--- src/rtl/bram_arbiter.sv ---
// bram_arbiter: two-port round-robin arbiter and sequencer for a single-port
// block RAM with a two-stage read pipeline. One transaction is in flight at a
// time. Read data is returned registered, together with a one-cycle ack to the
// port that owns the transaction.
module bram_arbiter #(
  parameter int ADDR_WIDTH = 13,
  parameter int DATA_WIDTH = 32
) (
  input  logic                  clk,
  input  logic                  rst,
  input  logic                  req0,
  input  logic                  we0,
  input  logic [ADDR_WIDTH-1:0] addr0,
  input  logic [DATA_WIDTH-1:0] din0,
  input  logic                  req1,
  input  logic                  we1,
  input  logic [ADDR_WIDTH-1:0] addr1,
  input  logic [DATA_WIDTH-1:0] din1,
  output logic                  ack0,
  output logic [DATA_WIDTH-1:0] dout0,
  output logic                  ack1,
  output logic [DATA_WIDTH-1:0] dout1,
  output logic                  busy,
  output logic                  bram_en,
  output logic                  bram_we,
  output logic [ADDR_WIDTH-1:0] bram_write_address,
  output logic [ADDR_WIDTH-1:0] bram_read_address,
  output logic [DATA_WIDTH-1:0] bram_data_in,
  input  logic [DATA_WIDTH-1:0] bram_data_out
);

  typedef enum logic [2:0] {
    IDLE = 3'd0,
    WR   = 3'd1,
    RD0  = 3'd2,
    RD1  = 3'd3,
    RD2  = 3'd4,
    ACK  = 3'd5
  } state_t;

  state_t                state;
  logic                  last_grant;  // port granted most recently
  logic                  grant_q;     // port owning the current transaction
  logic                  we_lat;
  logic [ADDR_WIDTH-1:0] addr_lat;
  logic [DATA_WIDTH-1:0] din_lat;

  // Candidate grant and the request fields of that port, evaluated in IDLE.
  logic                  grant;
  logic                  sel_we;
  logic [ADDR_WIDTH-1:0] sel_addr;
  logic [DATA_WIDTH-1:0] sel_din;

  // The BRAM pins come only from the latched request, never from live inputs.
  assign bram_write_address = addr_lat;
  assign bram_read_address  = addr_lat;
  assign bram_data_in       = din_lat;

  // Round-robin choice: a lone requester always wins, contention goes to the
  // port that was not served last.
  always_comb begin
    // NOTE: every combinational output gets a default first so no path leaves
    // it unassigned, which would otherwise infer a latch.
    grant = 1'b0;
    if (req0 && req1) begin
      grant = ~last_grant;
    end else if (req1) begin
      grant = 1'b1;
    end
    sel_we   = grant ? we1   : we0;
    sel_addr = grant ? addr1 : addr0;
    sel_din  = grant ? din1  : din0;
  end

  // Transaction sequencer; all outputs are registered alongside the state.
  always_ff @(posedge clk) begin
    // NOTE: sequential state uses non-blocking assignments so every register
    // samples pre-edge values regardless of statement order.
    if (rst) begin
      state      <= IDLE;
      last_grant <= 1'b1;
      grant_q    <= 1'b0;
      we_lat     <= 1'b0;
      addr_lat   <= '0;
      din_lat    <= '0;
      ack0       <= 1'b0;
      ack1       <= 1'b0;
      dout0      <= '0;
      dout1      <= '0;
      busy       <= 1'b0;
      bram_en    <= 1'b0;
      bram_we    <= 1'b0;
    end else begin
      ack0 <= 1'b0;
      ack1 <= 1'b0;
      case (state)
        IDLE: begin
          if (req0 || req1) begin
            grant_q    <= grant;
            last_grant <= grant;
            we_lat     <= sel_we;
            addr_lat   <= sel_addr;
            din_lat    <= sel_din;
            busy       <= 1'b1;
            bram_en    <= 1'b1;
            bram_we    <= sel_we;
            state      <= sel_we ? WR : RD0;
          end
        end
        WR: begin
          bram_en <= 1'b0;
          bram_we <= 1'b0;
          ack0    <= ~grant_q;
          ack1    <= grant_q;
          state   <= ACK;
        end
        RD0: begin
          // Address is captured by the BRAM at this edge; keep it enabled.
          state <= RD1;
        end
        RD1: begin
          // Data is produced at this edge; disable so it holds through RD2.
          bram_en <= 1'b0;
          state   <= RD2;
        end
        RD2: begin
          if (grant_q) begin
            dout1 <= bram_data_out;
          end else begin
            dout0 <= bram_data_out;
          end
          ack0  <= ~grant_q;
          ack1  <= grant_q;
          state <= ACK;
        end
        ACK: begin
          busy  <= 1'b0;
          state <= IDLE;
        end
        default: begin
          busy    <= 1'b0;
          bram_en <= 1'b0;
          bram_we <= 1'b0;
          state   <= IDLE;
        end
      endcase
    end
  end

endmodule

--- config.mk ---
export PLATFORM = sky130hd
export DESIGN_NAME = bram_arbiter
export DESIGN_NICKNAME = d
export VERILOG_FILES = /design/src/rtl/bram_arbiter.sv
export SDC_FILE = /design/constraint.sdc
export NUM_CORES = 1
export LEC_CHECK = 0
export CAP_MARGIN = 20
export CORE_ASPECT_RATIO = 0.7
export CORE_UTILIZATION = 44
export CTS_CLUSTER_DIAMETER = 200
export DETAILED_ROUTE_END_ITERATION = 12
export HOLD_SLACK_MARGIN = 0.08
export PLACE_DENSITY_LB_ADDON = 0.08
export SLEW_MARGIN = 15
export SYNTH_ARGS = -nofsm -noshare
export SYNTH_HDL_FRONTEND = slang
export SYNTH_SLANG_ARGS = --single-unit
--- constraint.sdc ---
create_clock -name clk -period 3.6 [get_ports clk]
set_input_delay 0.54 -clock clk [delete_from_list [all_inputs] [get_ports clk]]
set_output_delay 0.54 -clock clk [all_outputs]
set_load 0.01 [all_outputs]
; ---- Word level (Yosys, flattened, before mapping)
; Index checks and enable logic that the tools add are counted.
[word_totals]
mem_bits_rw = 0
memories = 0
wordCells = 51
out_inout_bits = 127
rom_bits = 0
latch_bits = 0
reg_bits = 119
input_bits = 128
[classes]
addsub = 0
n_mux = 13
div_mod_pow = 0
n_shift = 0
order_cmp = 0
reduce_logical = 14
bitwise_logic = 6
eq_ne = 6
n_mul = 0
[ops]
columns = cell, n
row1 = 2-to-1 mux 32 bit, 1
row2 = 2-to-1 mux 13 bit, 1
row3 = one-hot mux 3 bit (4 select lines), 1
row4 = AND reduction 2 bit, 6
row5 = OR reduction 4 bit, 2
row6 = equality test 3 x 2 -> 1 bit (second input constant), 2
row7 = equality test 3 bit (second input constant), 2
row8 = NOT 1 bit, 6
row9 = one-hot mux 1 bit (2 select lines), 3
row10 = 2-to-1 mux 1 bit, 5
row11 = OR reduction 2 bit, 2
row12 = equality test 3 x 1 -> 1 bit (second input constant), 1
row13 = zero test 3 bit, 1
row14 = 2-to-1 mux 3 bit, 1
row15 = OR reduction 3 bit, 1
row16 = 2-to-1 mux 2 bit, 1
row17 = inequality test 2 bit (second input constant), 1
row18 = logical AND 1 bit, 1
row19 = logical OR 1 bit, 1

; ---- Depth between registers and ports, before layout
; Gate-level depths: netlist of run 1.
[depth]
depth_word = 6
ltp_mapped = 6
depth_no_buf = 3

; ---- Worst setup path after synthesis of run 1
; OpenSTA, ideal clock, no wires.
[synth_timing]
path_kind = input port to flip-flop
startpoint = input req1
endpoint = register din_lat[25] (netlist: bram_data_in[25])
arrival_ns = 1.375
n_path_buf = 3
stages = 6
slack_ns = 2.079
setup_ns = 0.146
required_ns = 3.454
cell_sequence = or2_1 clkbuf_2 buf_4 buf_2 a21oi_1 a211oi_2
[synth_between]
elab_chain_len = 3
elab_cells_between_ends = 6
classes_between = mux: 3 / reduce/logical: 3
[synth_lines]
columns = item, line
row1 = "start, declared", 15  ; input logic req1,
row2 = 2-to-1 mux 1 bit / logical AND 1 bit (equally long branches), "67, 65"
row3 = 2-to-1 mux 1 bit, 65  ; if (req0 && req1) begin
row4 = 2-to-1 mux 32 bit, 72  ; sel_din = grant ? din1 : din0;
row5 = "end signal, assigned", 103  ; din_lat <= sel_din;
row6 = "end, declared", 46  ; logic [DATA_WIDTH-1:0] din_lat;
; Parallel ways exist; a longest one is shown, timed or not.
; A chain may end at the register's enable or synchronous reset.

; ---- Worst setup path in the final report of run 1
[layout_timing]
startpoint = register state[2]
endpoint = register dout0[3]
[layout_between]
elab_chain_len = 2
[layout_lines]
columns = item, line
row1 = "start, declared", 41  ; state_t state;
row2 = "start signal, assigned", 107  ; state <= sel_we ? WR : RD0;
row3 = equality test 3 bit, 96  ; case (state)
row4 = AND reduction 2 bit (no source line), --
row5 = "end signal, assigned", 130  ; dout0 <= bram_data_out;
row6 = "end, declared", 20  ; output logic [DATA_WIDTH-1:0] dout0,
; No other way between the ends.

==> summary by stage, run 1 <==
Run status
The flow ran to the end, and the final reports show no timing, DRC or antenna violations.

Synthesis
After synthesis the netlist holds a flip-flop and latch count of 119. The distinct cell type count of the synthesized netlist is 39. The cell count after synthesis came out at 557.

Summing every instance area after synthesis gives 5231 um2. By area the synthesized netlist is led by sky130_fd_sc_hd__dfxtp_1 46%, sky130_fd_sc_hd__a21oi_1 11%, sky130_fd_sc_hd__a211oi_2 9.6%. The share of the Yosys chip area taken by registers is 0.4554.

The synthesis warning total is 0. sky130_fd_sc_hd__dfxtp_1 takes more of the synthesized area than any other cell. The net count of the mapped netlist is 685. Of the post-synthesis cell area, the dominant cell type holds 0.4554. The synthesized area divided by synthesized cell count is 9.392 um2.

Global routing
The first-pass GRT wire length is 23,780 um. The number of global-route vias before repair is 4,685. Entering global routing, the biggest net connects 69 pins. For this run, the total global-route usage over all layers was measured as 0.2431. The remaining global-route overflow is 0.

The initial antenna violation count was 0.

CTS
The source-to-sink clock delay at the later pin of the worst-skew pair is 0.40 ns. In this run the deepest clock path goes through 2 buffers. The TritonCTS sink count is 119. The number of hold buffers added after cts is 0. The cell at the root of the clock tree is sky130_fd_sc_hd__clkbuf_16. CTS built an H-tree with a depth of 4. The clock transition at the register clock pins on the worst setup and hold paths after CTS is 0.06 ns. The post-CTS setup buffer count is 0. After clock tree synthesis, the repair step resized 0 gates.

The number of clock buffers inserted by TritonCTS is 17. The clock tree from TritonCTS is built.

Critical path
The largest fanout of any net on the critical path is 17. The worst path buffer plus inverter count is 1. The signal on the critical path passes through or4b_2 > buf_16 > nand2_2 > a21oi_1. By startpoint and endpoint, the worst setup path is classified as reg2reg. The highest cell delay on the worst timing path is 0.96 ns. The kind of end point of the critical path is a flip-flop. The worst setup path is launched from a flip-flop.

The slowest stage of the critical path is the sky130_fd_sc_hd__or4b_2 cell. On the critical path the largest part of the delay comes from simple AND/OR/NAND/NOR gates. For the worst setup path, the data required time is 3.87 ns. STA puts the critical path data arrival time at 2.41 ns.

Place
The congestion estimate from routability-driven global placement came to 0.8387. The number of cells after detailed placement is 908. The count of port buffers added during placement is 254. Detailed placement finished with a half-perimeter wire length of 10,430 um.

Cells and area
In the layout the commonest cells are 253 x sky130_fd_sc_hd__clkdlybuf4s50_1, 119 x sky130_fd_sc_hd__dfxtp_1, 114 x sky130_fd_sc_hd__a21oi_1. The final-stage net count is 903. The commonest non-fill, non-tap cell in the layout is sky130_fd_sc_hd__clkdlybuf4s50_1. The layout has 850 filler cells. For this run, the share of the core covered by cells in the final layout is 0.7322. Relative to the synthesized area, the layout overhead comes to 58.02%. In the final layout, the share of cells above drive strength 1 is 0.1523. 0 antenna diodes ended up in the layout. Excluding fillers, the count of instances in the completed layout stands at 941.

STA
The worst slew margin relative to its limit is 0.5259. Setup violations remaining at the end of the flow were counted as 0. Setup repair after global routing left no endpoint under its margin. The ratio of final minimum period to clock period is 0.5946. The hold violation count in the final report is 0. The sum of negative setup slack is 0 ns. The upper clock frequency limit is 0.4672 GHz.

The largest clock skew in the final design is 0.007840 ns. The transition time at the pin with the least slew margin is 0.7112 ns. The final count of pins violating max slew came to 0.

The clock period minus final worst setup slack is 2.141 ns.

Floorplan
The area of the core region is 11,290 um2. The die outline height is 93.23 um. The starting density of the core is 0.4633. The initialized floorplan defines 32 standard-cell rows. The count of boundary I/O pins is 255.

The die covers 12,340 um2. The horizontal die dimension is 132.3 um.

Routing
The highest routed metal layer is met4. The pre-antenna-repair detailed-routing pass consisted of 4 iterations. The count of vias placed by the detailed router is 4,748.

The detailed route wirelength on metal2 is 7291 um. Summed over all nets, wire length on met3 after detailed routing comes to 1164 um. The average wire per standard cell is 16.13 um.

The number of design rule violations left after detail routing is 0. In the routed layout, each cell is associated on average with a via count of 5.046. The routed length on met1 is 6588 um. The final layout contains routed wiring with a total length of 15,180 um.

The number of nets still failing antenna checks after routing is 0. In this run, the number of DRC markers left after iteration 0 of detailed routing was 224.

Power
The power consumption is 4958 uW. The power density over the cells is 599.7 nW/um2. In this run the static leakage power is 0.002871 uW. The largest voltage drop on the vdd net is 0.0004177 V.

Min path
The class of the most critical hold timing path is reg2reg.

Job
The count of maximum capacitance violations is 0.
-- cell usage after synthesis --
cell / n
sky130_fd_sc_hd__nor3_4: 1
sky130_fd_sc_hd__or2_1: 1
sky130_fd_sc_hd__mux2i_1: 47
sky130_fd_sc_hd__a21oi_1: 114
sky130_fd_sc_hd__clkbuf_2: 1
sky130_fd_sc_hd__o311a_1: 1
sky130_fd_sc_hd__a211oi_2: 40
sky130_fd_sc_hd__buf_12: 1
sky130_fd_sc_hd__nor3_1: 2
sky130_fd_sc_hd__a21o_1: 1
sky130_fd_sc_hd__and3_1: 1
sky130_fd_sc_hd__nand3_1: 3
sky130_fd_sc_hd__xor2_1: 1
sky130_fd_sc_hd__nand4bb_1: 1
sky130_fd_sc_hd__nor4b_4: 1
sky130_fd_sc_hd__inv_1: 3
sky130_fd_sc_hd__and2_1: 1
sky130_fd_sc_hd__dfxtp_1: 119
sky130_fd_sc_hd__a211oi_1: 5
sky130_fd_sc_hd__o311ai_0: 1
sky130_fd_sc_hd__nor4bb_1: 1
sky130_fd_sc_hd__nor3b_1: 1
sky130_fd_sc_hd__o21ai_0: 2
sky130_fd_sc_hd__nand2_2: 30
sky130_fd_sc_hd__o22ai_1: 1
sky130_fd_sc_hd__nor2_1: 6
sky130_fd_sc_hd__buf_6: 12
sky130_fd_sc_hd__nand2_1: 102
sky130_fd_sc_hd__o21ba_2: 1
sky130_fd_sc_hd__buf_4: 19
sky130_fd_sc_hd__clkbuf_1: 15
sky130_fd_sc_hd__buf_1: 1
sky130_fd_sc_hd__a21boi_2: 1
sky130_fd_sc_hd__a21boi_0: 1
sky130_fd_sc_hd__o31ai_1: 1
sky130_fd_sc_hd__buf_2: 13
sky130_fd_sc_hd__o21ai_1: 1
sky130_fd_sc_hd__clkbuf_4: 3
sky130_fd_sc_hd__or4b_1: 1
-- flip-flops by register name (all words and copies together) (netlist names), 3 cells and up --
name	cells
state	3
bram_data_in	32
bram_read_address	13
dout0	32
dout1	32
-- metal layers --
metal / vias up / global-route usage
li1: 2352 / -
met1: 2214 / 0.2867
met2: 170 / 0.4281
met3: 12 / 0.07371
met4: 0 / 0.06992
met5: - / 0
-- metrics by stage --
step,hold slack (ns),instance area (um2),setup WS [ns]
6_report,0.4535,8267,1.459
5_1_grt,0.4709,8267,1.377
4_1_cts,0.4553,8239,1.412
3_5_place_dp,0.4475,7616,1.226
3_3_place_gp,0.4423,7616,1.314
2_1_floorplan,0.4697,5231,2.079
-- worst paths after layout --
path                                        startpoint                     end  slack [ns]  depth (start not counted)
worst max-delay path             state[2]$_SDFFE_PP0P_   dout0[3]$_SDFFE_PP0P_        1.46                          4
worst min-delay path            dout1[22]$_SDFFE_PP0P_  dout1[22]$_SDFFE_PP0P_        0.45                          2
worst max register to register   state[2]$_SDFFE_PP0P_   dout0[3]$_SDFFE_PP0P_        1.46                          4
worst min register to register  dout1[22]$_SDFFE_PP0P_  dout1[22]$_SDFFE_PP0P_        0.45                          2
-- final cells by class --
type	instances	area [um2]	share of cell area
multi-input cells	370	2411	0.2917
clock inverters	9	115.1	0.01392
repair buffers	264	2648	0.3203
well taps	153	191.4	0.02316
clock buffers	23	508.0	0.06145
inverters	3	11.26	0.001362
flip-flops and latches	119	2382	0.2882
-- kinds of logic after synthesis --
kind of cell    Yosys count  share of synthesized area
buf+inv                  68                    0.08825
mux                      47                    0.08993
flops                   119                     0.4554
compound gates          170                     0.2279
simple gates            152                     0.1368
xor+xnor                  1                   0.001675
-- tightest hold or removal path: stages, from the launching register on --
cell and delay (ns):
sky130_fd_sc_hd__dfxtp_1 0.31, sky130_fd_sc_hd__nand2_1 0.05, sky130_fd_sc_hd__a21oi_1 0.05
-- where the power goes --
part | leakage, uW | total, uW | internal, uW | switching [uW]
Sequential | 0.000973 | 1690 | 1530 | 161
Clock | 0.000290 | 1720 | 1130 | 588
Combinational | 0.00161 | 1550 | 810 | 740
(Power assumes the default switching activity.)
==> inputs of run 2 (changes only) <==
--- a/config.mk
+++ b/config.mk
@@ -7,7 +7,7 @@
 export LEC_CHECK = 0
 export CAP_MARGIN = 20
 export CORE_ASPECT_RATIO = 0.7
-export CORE_UTILIZATION = 44
+export CORE_UTILIZATION = 41
 export CTS_CLUSTER_DIAMETER = 200
 export DETAILED_ROUTE_END_ITERATION = 12
 export HOLD_SLACK_MARGIN = 0.08
==> constraint.sdc (replaced) <==
create_clock -name clk -period 2.05 [get_ports clk]
set_input_delay 0.3075 -clock clk [delete_from_list [all_inputs] [get_ports clk]]
set_output_delay 0.3075 -clock clk [all_outputs]
set_load 0.01 [all_outputs]
==> run 2 against run 1 <==
  * Worst hold slack worse by 0.12 ns
  * Power is 79% higher
  * Die area is 7.2% higher
  * First-iteration DRC count stayed put
  * Clock skew is 0.0016 ns higher
  * Clock power is 81% higher
  * Sequential power is 72% higher
  * Core utilization is 5.9 points lower
  * Worst setup slack worse by 1.1 ns
  * Non-clock buffer count is 7 higher
  * Cell count is 1.7% higher
==> summary by stage, run 2 (synthesized netlist as in run 1, its figures left out) <==
Min path
The class of the most critical hold timing path is in2reg. The worst min-delay path endpoint is busy$_SDFFE_PP0P_. The critical hold path startpoint is rst.

Counting instances, the worst hold path has a depth of 2.

Critical path
The critical path in this run is classified as reg2reg. For this design, the slowest cell found on the critical path is sky130_fd_sc_hd__or4b_2. For flop-to-flop paths, the worst setup slack is 0.34 ns.

Grouping stages by cell kind, the critical path spends the most delay in simple AND/OR/NAND/NOR gates. The worst path buffer plus inverter count is 1. Of all nets on the critical path, the largest fanout is 32. For the worst flop-to-flop path, the logic depth is 4. STA puts the critical path data arrival time at 1.98 ns.

The worst setup path is launched from a flip-flop. STA classifies the critical path endpoint as a flip-flop. The largest single stage delay on the critical path is 0.68 ns. For the worst setup path, the data required time is 2.32 ns. The critical path runs through a total of 4 cells. The reg-to-reg critical path startpoint is grant_q$_SDFFE_PP0P_.

Traced cell by cell, the critical path runs through or4b_2 > buf_4 > nand2_1 > a21oi_1. The endpoint of the worst-slack reg-to-reg timing path is dout0[0]$_SDFFE_PP0P_.

Routing
After the first detailed-routing iteration, the DRC count stood at 224. The number of design rule violations left after detail routing is 0. Once detail routing completed, the nets flagged for antenna violations numbered 0. After detailed routing, the average wire length per cell comes to 15.80 um. After detailed routing, the number of vias per cell comes to 5.045. The final route contains 4,828 vias. The wire length reported by the detailed router is 15,120 um.

The number of iterations in the first detailed-routing pass is 4.

CTS
The source-to-sink clock delay at the later pin of the worst-skew pair is 0.40 ns. Clock tree synthesis selected as its root buffer the cell sky130_fd_sc_hd__clkbuf_16. The number of hold buffers added after CTS was 0. Once the clock tree was built, the setup fixing pass inserted 0 buffers. The number of clock buffers added by TritonCTS is 17. The clock tree from TritonCTS is built. The clock transition at the register clock pins on the worst setup and hold paths after CTS is 0.05 ns. The H-tree generated during clock tree synthesis spans 4 levels. Counting along the longest clock path gives a buffer depth of 2. The count of instances resized after the clock tree is built is 0.

The TritonCTS sink count is 119.

Floorplan
The die is 96.51 um tall. In this run the core area contains 34 standard-cell rows. Measured along the x axis, the die boundary spans 137.0 um.

The overall die area is 13,220 um2. In this run the count of I/O pins placed on the die edge is 255. The starting density of the core is 0.4211. The area of the core region is 12,420 um2.

Job
The count of maximum capacitance violations is 0.

Global routing
The first global-routing pass estimated 23,090 um of wire. The number of global-route vias before repair came to 4,630. Global routing finished with a remaining overflow of 0. In the global route stage, overall resource usage came out at 0.2257. The initial antenna violation count is 0. Entering global routing, the biggest net connects 58 pins.

STA
In the finished design, the share of the clock period the worst path needs comes to 0.8350. The transition time at the pin with the least slew margin is 0.5263 ns. The hold violation count in the final report is 0. Setup repair after global routing left no endpoint under its margin. The setup slack of the critical path after layout is 0.3383 ns. Based on the critical path, the design can be clocked at up to 0.5842 GHz. In this run the tightest slew margin relative to its limit is 0.6491.

Setup violations remaining at the end of the flow were counted as 0. The final count of pins violating max slew is 0. The largest clock skew in the final design is 0.009397 ns. For the finished layout, the period the worst path requires is 1.712 ns.

Place
Port buffering added 254 buffers. The placed instances occupy a cell area of 7737 um2. At the end of routability-driven placement, the weighted congestion stood at 0.7773. After legalization and detailed placement, the total HPWL measured 10,600 um. The setup slack after placement is -0.04403 ns.

Power
The worst-case IR drop observed on VDD is 0.0008631 V. The power density over the cells is 1059 nW/um2. The standby leakage power is 0.002929 uW.

Cells and area
In the layout the commonest cells are 253 x sky130_fd_sc_hd__clkdlybuf4s50_1, 119 x sky130_fd_sc_hd__dfxtp_1, 114 x sky130_fd_sc_hd__a21oi_1. The area overhead of the layout relative to synthesis is 59.79%. The net count of the finished layout is 910.

The antenna diode instance count is 0. The final design area excluding fillers is 8359 um2. The fraction of layout cells with a size suffix above 1 is 0.1585. The commonest non-fill, non-tap cell in the layout is sky130_fd_sc_hd__clkdlybuf4s50_1.

Run status
The run finished with clean final reports.
[run 2: final cells by class]
class                   count  area [um2]
clock buffers              19       442.9
clock inverters            13       178.9
fillers                   969        4063
inverters                   3       11.26
multi-input cells         370        2411
flip-flops and latches    119        2382
well taps                 162       202.7
repair buffers            271        2730
[run 2: metrics by stage]
stage | total power [uW] | TNS (ns) | hold WS [ns] | util | instances
after CTS | 8937 | 0 | 0.3320 | 0.6729 | 957
after floorplan | 4583 | 0 | 0.4435 | - | 557
after global routing | 9289 | 0 | 0.3633 | 0.6729 | 957
after detailed placement | 5804 | -0.1186 | 0.4461 | 0.6229 | 925
final | 8853 | 0 | 0.3341 | 0.6729 | 957
after global placement | 5725 | 0 | 0.4411 | 0.6229 | 925
[run 2: power breakdown]
group / leakage, uW / switching (uW) / internal (uW)
clock network: 0.000306 / 1050 / 2060
logic: 0.00165 / 1360 / 1470
registers: 0.000973 / 234 / 2680
[run 2: worst max path at each step]
| stage | startpoint | slack (ns) | endpoint |
|---|---|---|---|
| global placement | req1 | 0.02 | bram_read_address[3]$_SDFFE_PP0P_ |
| CTS | grant_q$_SDFFE_PP0P_ | 0.33 | dout0[0]$_SDFFE_PP0P_ |
| finish | grant_q$_SDFFE_PP0P_ | 0.34 | dout0[0]$_SDFFE_PP0P_ |
| detailed placement | req1 | -0.04 | bram_read_address[3]$_SDFFE_PP0P_ |
| floorplan | grant_q$_SDFFE_PP0P_ | 0.66 | dout0[2]$_SDFFE_PP0P_ |
| global route | grant_q$_SDFFE_PP0P_ | 0.23 | dout0[0]$_SDFFE_PP0P_ |
[run 2: per-layer routing]
metal	GRT usage	up-vias	wire length [um]
met2	0.3885	196	7403
met4	0.07875	0	174
met1	0.2668	2254	6257
met5	0	-	0
met3	0.07042	12	1286
li1	-	2366	-
